File: src/rtl/id_stage_ctrl.sv
// id_stage_ctrl: registered LEGv8 decode stage with NZCV register, load-use bubble, stall and flush
module id_stage_ctrl #(
    parameter int DATA_W         = 64,
    parameter int REG_AW         = 5,
    parameter bit LOAD_USE_STALL = 1'b1
) (
    input  logic              clk,
    input  logic              rst_n,
    input  logic              if_valid,
    input  logic [31:0]       if_instr,
    output logic              if_ready,
    input  logic              ex_ready,
    input  logic              flush,
    input  logic              flags_we,
    input  logic [3:0]        flags_in,
    input  logic              cbz_zero,
    output logic              id_valid,
    output logic [REG_AW-1:0] id_rd,
    output logic [REG_AW-1:0] id_rn,
    output logic [REG_AW-1:0] id_rm,
    output logic [DATA_W-1:0] id_imm,
    output logic [5:0]        id_shamt,
    output logic [2:0]        id_alu_op,
    output logic [8:0]        id_ctrl,
    output logic              id_br_taken,
    output logic              id_br_uncond,
    output logic              id_illegal,
    output logic [3:0]        flags_q
);
    localparam logic [REG_AW-1:0] REG_ZERO = '1;
    typedef struct packed {
        logic              valid;
        logic [REG_AW-1:0] rd;
        logic [REG_AW-1:0] rn;
        logic [REG_AW-1:0] rm;
        logic [DATA_W-1:0] imm;
        logic [5:0]        shamt;
        logic [2:0]        alu_op;
        logic [8:0]        ctrl;
        logic              br_taken;
        logic              br_uncond;
        logic              illegal;
    } id_t;
    id_t d, q;
    logic [10:0] op;
    logic [REG_AW-1:0] rd, rn, rm;
    logic [DATA_W-1:0] imm9, imm19, imm26;
    logic is_addi, is_subi, is_add, is_sub, is_adds, is_subs, is_and, is_orr, is_eor;
    logic is_lsl, is_lsr, is_ldur, is_stur, is_b, is_bcond, is_cbz, is_cbnz;
    logic is_imm, is_rr, is_sh, is_mem, is_cb, reads_rn;
    logic [3:0] f;
    logic [7:0] cv;
    logic cond_ok, hazard, stall, accept;
    assign op    = if_instr[31:21];
    assign rd    = REG_AW'(if_instr[4:0]);
    assign rn    = REG_AW'(if_instr[9:5]);
    assign rm    = REG_AW'(if_instr[20:16]);
    assign imm9  = {{(DATA_W-9){if_instr[20]}}, if_instr[20:12]};
    assign imm19 = {{(DATA_W-19){if_instr[23]}}, if_instr[23:5]};
    assign imm26 = {{(DATA_W-26){if_instr[25]}}, if_instr[25:0]};
    assign is_addi  = op[10:1] == 10'b1001000100;
    assign is_subi  = op[10:1] == 10'b1101000100;
    assign is_add   = op == 11'b10001011000;
    assign is_sub   = op == 11'b11001011000;
    assign is_adds  = op == 11'b10101011000;
    assign is_subs  = op == 11'b11101011000;
    assign is_and   = op == 11'b10001010000;
    assign is_orr   = op == 11'b10101010000;
    assign is_eor   = op == 11'b11001010000;
    assign is_lsl   = op == 11'b11010011011;
    assign is_lsr   = op == 11'b11010011010;
    assign is_ldur  = op == 11'b11111000010;
    assign is_stur  = op == 11'b11111000000;
    assign is_b     = op[10:5] == 6'b000101;
    assign is_bcond = op[10:3] == 8'b01010100;
    assign is_cbz   = op[10:3] == 8'b10110100;
    assign is_cbnz  = op[10:3] == 8'b10110101;
    assign is_imm   = is_addi | is_subi;
    assign is_rr    = is_add | is_sub | is_adds | is_subs | is_and | is_orr | is_eor;
    assign is_sh    = is_lsl | is_lsr;
    assign is_mem   = is_ldur | is_stur;
    assign is_cb    = is_cbz | is_cbnz;
    assign reads_rn = is_imm | is_rr | is_sh | is_mem;
    // Same-cycle flag write is forwarded so a B.cond right behind a flag-setter sees fresh NZCV
    assign f       = flags_we ? flags_in : flags_q;
    assign cv      = {1'b1, ~f[2] & (f[3] == f[0]), f[3] == f[0], f[1] & ~f[2], f[0], f[3], f[1], f[2]};
    assign cond_ok = cv[if_instr[3:1]] ^ (if_instr[0] & (if_instr[3:1] != 3'd7));
    assign hazard  = if_valid & q.valid & q.ctrl[3] & (q.rd != REG_ZERO) &
                     ((reads_rn & (rn == q.rd)) | (is_rr & (rm == q.rd)) | ((is_stur | is_cb) & (rd == q.rd)));
    assign stall    = LOAD_USE_STALL & hazard;
    assign if_ready = rst_n & ex_ready & ~stall;
    assign accept   = if_valid & if_ready;
    always_comb begin
        d = '0;
        d.valid = 1'b1;
        d.illegal = ~(is_imm | is_rr | is_sh | is_mem | is_b | is_bcond | is_cb);
        if (is_imm) begin
            d.rd = rd;
            d.rn = rn;
            d.imm = DATA_W'(if_instr[21:10]);
            d.alu_op = is_subi ? 3'b011 : 3'b010;
            d.ctrl = 9'b010100000;
        end
        if (is_rr) begin
            d.rd = rd;
            d.rn = rn;
            d.rm = rm;
            d.alu_op = is_and ? 3'b100 : is_orr ? 3'b101 : is_eor ? 3'b110 : (is_sub | is_subs) ? 3'b011 : 3'b010;
            d.ctrl = {6'b000100, is_adds | is_subs, 2'b00};
        end
        if (is_sh) begin
            d.rd = rd;
            d.rn = rn;
            d.shamt = if_instr[15:10];
            d.ctrl = {8'b00010001, is_lsl};
        end
        if (is_mem) begin
            d.rd = is_ldur ? rd : '0;
            d.rn = rn;
            d.rm = is_stur ? rd : '0;
            d.imm = imm9;
            d.alu_op = 3'b010;
            d.ctrl = is_ldur ? 9'b011101000 : 9'b110010000;
        end
        if (is_b) begin
            d.imm = imm26;
            d.br_taken = 1'b1;
            d.br_uncond = 1'b1;
        end
        if (is_bcond | is_cb) begin
            d.imm = imm19;
            d.br_taken = is_bcond ? cond_ok : is_cbz ? cbz_zero : ~cbz_zero;
            d.rm = is_cb ? rd : '0;
            d.ctrl = is_cb ? 9'b100000000 : 9'b000000000;
        end
    end
    always_ff @(posedge clk or negedge rst_n) begin
        if (!rst_n) begin
            q <= '0;
            flags_q <= '0;
        end else begin
            if (flags_we) flags_q <= flags_in;
            if (flush || (ex_ready && !accept)) q <= '0;
            else if (ex_ready) q <= d;
        end
    end
    assign {id_valid, id_rd, id_rn, id_rm, id_imm, id_shamt, id_alu_op, id_ctrl, id_br_taken, id_br_uncond, id_illegal} = q;
endmodule

File: config.mk
export PLATFORM = sky130hd
export DESIGN_NAME = id_stage_ctrl
export DESIGN_NICKNAME = d
export VERILOG_FILES = /design/src/rtl/id_stage_ctrl.sv
export SDC_FILE = /design/constraint.sdc
export NUM_CORES = 1
export LEC_CHECK = 0
export CORE_UTILIZATION = 40
export DETAILED_ROUTE_END_ITERATION = 6
export GPL_TIMING_DRIVEN = 0
export PLACE_DENSITY = 0.88
export SYNTH_ARGS = -nofsm -noshare
export SYNTH_HDL_FRONTEND = slang
export SYNTH_SLANG_ARGS = --single-unit
File: constraint.sdc
create_clock -name clk -period 3.1 [get_ports clk]
set_clock_uncertainty 0.1 [all_clocks]
set_input_delay 0.775 -clock clk [delete_from_list [all_inputs] [get_ports clk]]
set_output_delay 0.775 -clock clk [all_outputs]
set_load 0.05 [all_outputs]
; Word level (Yosys, flattened, before mapping)
; Cells that the tools add are included.
[totals]
ff_bits = 105
out_inout_bits = 106
word_cells = 111
[op_classes]
order_cmp = 1
eq_ne = 23
mux = 31
n_bitwise = 40
n_reduce_logical = 4
[ops]
columns = op, count
row1 = 101-bit 2-to-1 mux, 2
row2 = "11-bit equality test, second input constant", 11
row3 = 79-bit 2-to-1 mux, 1
row4 = 69-bit 2-to-1 mux, 1
row5 = 64-bit 2-to-1 mux, 1
row6 = 12-bit 2-to-1 mux, 4
row7 = 10-bit 2-to-1 mux, 3
row8 = 9-bit 2-to-1 mux, 3
row9 = 1-bit bitwise OR, 22
row10 = "10-bit equality test, second input constant", 2
row11 = "8-bit equality test, second input constant", 2
row12 = 5-bit equality test, 3
row13 = 15-bit 2-to-1 mux, 1
row14 = 5-bit 2-to-1 mux, 3
row15 = 1-bit bitwise AND, 13
row16 = 3-bit 2-to-1 mux, 3
row17 = "8-bit by 7-bit equality test with 1-bit output, second input constant", 1
row18 = "6-bit by 3-bit equality test with 1-bit output, second input constant", 1
row19 = 6-bit 2-to-1 mux, 1
row20 = 1-bit 2-to-1 mux, 5
row21 = "5-bit != test, second input constant", 1
row22 = "3-bit by 4-bit less-than comparator with 1-bit output, second input constant", 1
row23 = 4-bit 2-to-1 mux, 1
row24 = 1-bit NOT, 4
row25 = other kinds (9), 9

; Logic depth before layout (Yosys ltp)
[depth]
ltp_word = 21
mapped_depth = 11

; Least setup slack after synthesis
; OpenSTA, ideal clock, no wires.
[synth_path]
kind = input -> output
from = input port if_instr[24]
to = output port if_ready
t_arrival_ns = 3.098
t_required_ns = 2.225
slack_ns = -0.873
path_stages = 8
path_buffers = 3
path_cell_list = buf_4 -> and3b_4 -> and3_4 -> buf_6 -> or4_1 -> buf_4 -> a211o_1 -> a21oi_1
[synth_between]
elab_chain_cells = 16
word_cells_on_any_way = 37
[synth_rtl]
columns = element, line_no
row1 = start: declaration, 10  ; input logic [31:0] if_instr,
row2 = "11-bit equality test, on equally long branches", "63, 64"
row3 = 1-bit bitwise OR (6 in series), 79  ; assign is_rr = is_add | is_sub | is_adds | is_subs | is_and | is_orr | is_eor;
row4 = 1-bit bitwise OR (3 in series), 83  ; assign reads_rn = is_imm | is_rr | is_sh | is_mem;
row5 = 1-bit bitwise AND, 89  ; ((reads_rn & (rn == q.rd)) | (is_rr & (rm == q.rd)) | ((is_stur | is_cb) & (rd == q.rd)));
row6 = 1-bit bitwise OR, 89
row7 = 1-bit bitwise OR *, 89
row8 = 1-bit bitwise AND *, 88  ; assign hazard = if_valid & q.valid & q.ctrl[3] & (q.rd != REG_ZERO) &
row9 = 1-bit NOT *, 91  ; assign if_ready = rst_n & ex_ready & ~stall;
row10 = 1-bit bitwise AND *, 91
row11 = end: declaration, 11  ; output logic if_ready,
; Every way passes the cells marked *; elsewhere a longest branch is shown, timed or not.

; Worst setup path after layout
; Same ends and word-level chain as after synthesis.

==> metrics.md <==
| Metric | Value |
|---|---|
| Post-route cell area | around 0.0057 sq mm |
| HP Class | reg -> reg |
| Root Buffer | clkbuf_8 |
| Met1 GRT Util | roughly 33% |
| Vias | around 3.7k |
| Worst R2R Start | id_rd[3] |
| CTS tree | yes |
| Number of synthesized flops with an enable pin | 0 |
| Antenna violations before repair | 0 |
| Initial DRC Count | 314 |
| Post-route ant nets | 0 |
| Layout cell share with drive strength beyond 1 | just over 20% |
| Clock-pin slew on the worst setup and hold paths | 70 ps |
| Lkg Pwr | 2.47 nW |
| Max-cap viol count | 0 |
| Met2 Use GR | approximately two fifths |
| Flop2flop setup slack | around 750 ps |
| Area after DPL | between 0.005 and 0.006 sq mm |
| Gp weighted congestion | approximately 0.9 |
| CTS Sinks | 66 |
| DRC viols | 0 |
| Pin count of the biggest net entering global routing | between 60 and 70 |
| Cell area after synthesis | around 0.0038 sq mm |
| Met3 Track Usage GR | under 10% |
| Mean Syn Cell Area | 10.2 sq um |
| GRT Total Usage | approximately 25% |
| PwrDens | 346 mW/mm^2 |
| Total of warnings raised by yosys | 0 |
| Vias in the first global route | 3474 |
| Die width | around 100 microns |
| CORE AREA | 0.00924 sq mm |
| Setup CP Type | in -> out |
| Slack of the critical path | -224 ps |
| # setup viols final | 1 |
| Synthesis-to-finish area growth | 50.6% |
| Number of iterations in the first detailed-routing pass | 5 |
| # diodes | 0 |
| Failing checks | setup timing |
| Syn Inst Count | roughly 370 |
| Most common cell after layout, fill and taps aside | clkdlybuf4s50_1 |
| Worst slew pin tran | 858 ps |
| Final hold vios | 0 |
| Max rail drop VDD | between 0.2 and 0.25 mV |
| Longest Clk Path Bufs | 2 |
| Chip height | ~100 microns |
| First-pass GRT wire length | approximately 19 mm |
| Worst setup path start | if_instr[24] |
| Crit path DAT | 2450 ps |
| Worst Setup End Kind | primary output |
| Post-synth net total | 416 |
| Netlist cell types | 60 |
| Period minus WS final | about 3300 ps |
| Initial Util | between 40% and 50% |
| Vias per cell | 5.55 |
| Total wire length | about 13 mm |
| F_max | roughly 0.30 GHz |
| Post-layout util | 62.0% |
| # port buffers | ~140 |
| Total die area | a little under 0.01 sq mm |
| DR WL/cell | between 15 and 20 microns |
| Most common cell on crit path | buf_6 |
| Slowest CP cell | or4_4 |
| FF-to-FF End | id_rm[4] |
| RSZ-0062 raised after global routing | yes |
| Post-detail-place hpwl | 9.28 mm |
| Crit-path max FO | 4 |
| Reg2reg path depth | 6 |
| Startpoint types | input pin |
| Flops & latches, synth | 66 |
| Status | finished, violations left |
| Critical Path Max Stage Delay | around 500 ps |
| # IOs | between 100 and 150 |
| Ys async rst share | between 90% and 100% |
| Leading cell types in the layout, fill and taps excluded | clkdlybuf4s50_1, dfrtp_1, buf_4 |
| Top_reg_cell synth | dfrtp_1 |
| Worst-path cell chain | buf_12 -> and3b_4 -> buf_6 -> nor3_4 -> or4_4 -> a211o_1 -> a21oi_4 -> buf_6 |
| GR Overflow Total | 0 |
| Final Power | just under 2 mW |
| Max-slew headroom | between 40% and 50% |
| H-tree lvl count | 3 |
| Worst setup path end | if_ready |
| Crit share post-route | 107% |
| Worst skew pair latency | roughly 340 ps |
| Worst Path Required | 2220 ps |
| Max-slew violation count | 0 |
| Rows | 35 |
| CTS Hold Buffers Added | 0 |
| CTS Buf Count | 9 |
| GR peak layer | met2 |
| Layout Nets | between 500 and 600 |
| Sequential element share of the synthesized area | 43.4% |
-- per-stage QoR --
step	setup TNS, ps	setup slack [ps]	hold slack [ps]	std cells
2_1_floorplan	-334	-334	379	373
3_3_place_gp	-184880	-2550	363	644
3_5_place_dp	-40320	-1550	368	644
4_1_cts	-287	-287	385	664
5_1_grt	-269	-269	403	665
6_report	-224	-224	381	665
-- Yosys cell counts (8+ instances only) --
cell	n	area [sq um]
o22ai_1	12	75.1
a221oi_1	8	70.1
xnor2_1	11	96.3
o21ai_1	15	75.1
dfrtp_1	66	1650
buf_4	41	308
nor2_1	11	41.3
nand2_1	39	146
a32o_1	8	80.1
a32o_2	11	124
xor2_1	9	78.8
o31ai_1	10	75.1
clkbuf_1	21	78.8
a22o_1	13	114
-- cells by family after synthesis --
kind of cell / share of synthesized area (%)
DFF: 43.4
muxes: 1.41
buffers and inverters: 12.6
AOI/OAI and AO/OA: 24.2
xor gates and xnor gates: 4.60
and+or+nand+nor: 13.7
-- state kept, by name (all words and copies together) (netlist names), 3 cells and up --
register,flops
id_imm,26
id_rm,5
id_rd,5
id_alu_op,3
id_rn,5
flags_q,4
id_shamt,6
id_ctrl,8
-- how the worst min path moves through the flow --
stage | depth (start not counted) | endpoint | slack (ps) | from
6_report | 2 | id_imm[22] | 380 | id_imm[22]
5_1_grt | 2 | id_imm[21] | 400 | id_imm[21]
4_1_cts | 2 | id_imm[22] | 390 | id_imm[22]
3_5_place_dp | 2 | id_imm[22] | 370 | id_imm[22]
3_3_place_gp | 2 | id_imm[19] | 360 | id_imm[19]
2_1_floorplan | 0 | flags_q[0] | 380 | rst_n
-- routing by layer --
layer,vias up,wire length [microns],part of all wire (%)
met2,228,6030,48
li1,1683,-,-
met1,1750,5100,41
met5,-,0,0
met4,0,365,2.9
met3,33,1060,8.4
-- area by class of cell --
type	count	area, sq um
Tap cell	129	161
Clock inverter	4	73.8
Inverter	5	18.8
Buffer	66	455
Fill cell	749	3510
Clock buffer	12	155
Sequential cell	66	1660
Timing Repair Buffer	149	1450
Multi-Input combinational cell	234	1760
-- critical path: cells and delay by family --
family / cells / cell delay [ps]
buffers and inverters: 3 / 370
AO/OA/AOI/OAI: 2 / 450
AND/OR/NAND/NOR: 3 / 850
-- what timing repair did --
item	in CTS	in global routing
endpoints found under the setup margin	100	13
resized for setup	68	6
setup buffers	6	1
gates cloned	0	0
pin swaps	7	6
-- report_power, final --
part | switching (mW) | leakage (nW) | internal [mW]
Clock | 0.338 | 0.117 | 0.497
Sequential | 0.00660 | 0.911 | 0.868
Combinational | 0.168 | 1.44 | 0.103
No activity file was read; power rests on OpenSTA's default activity.
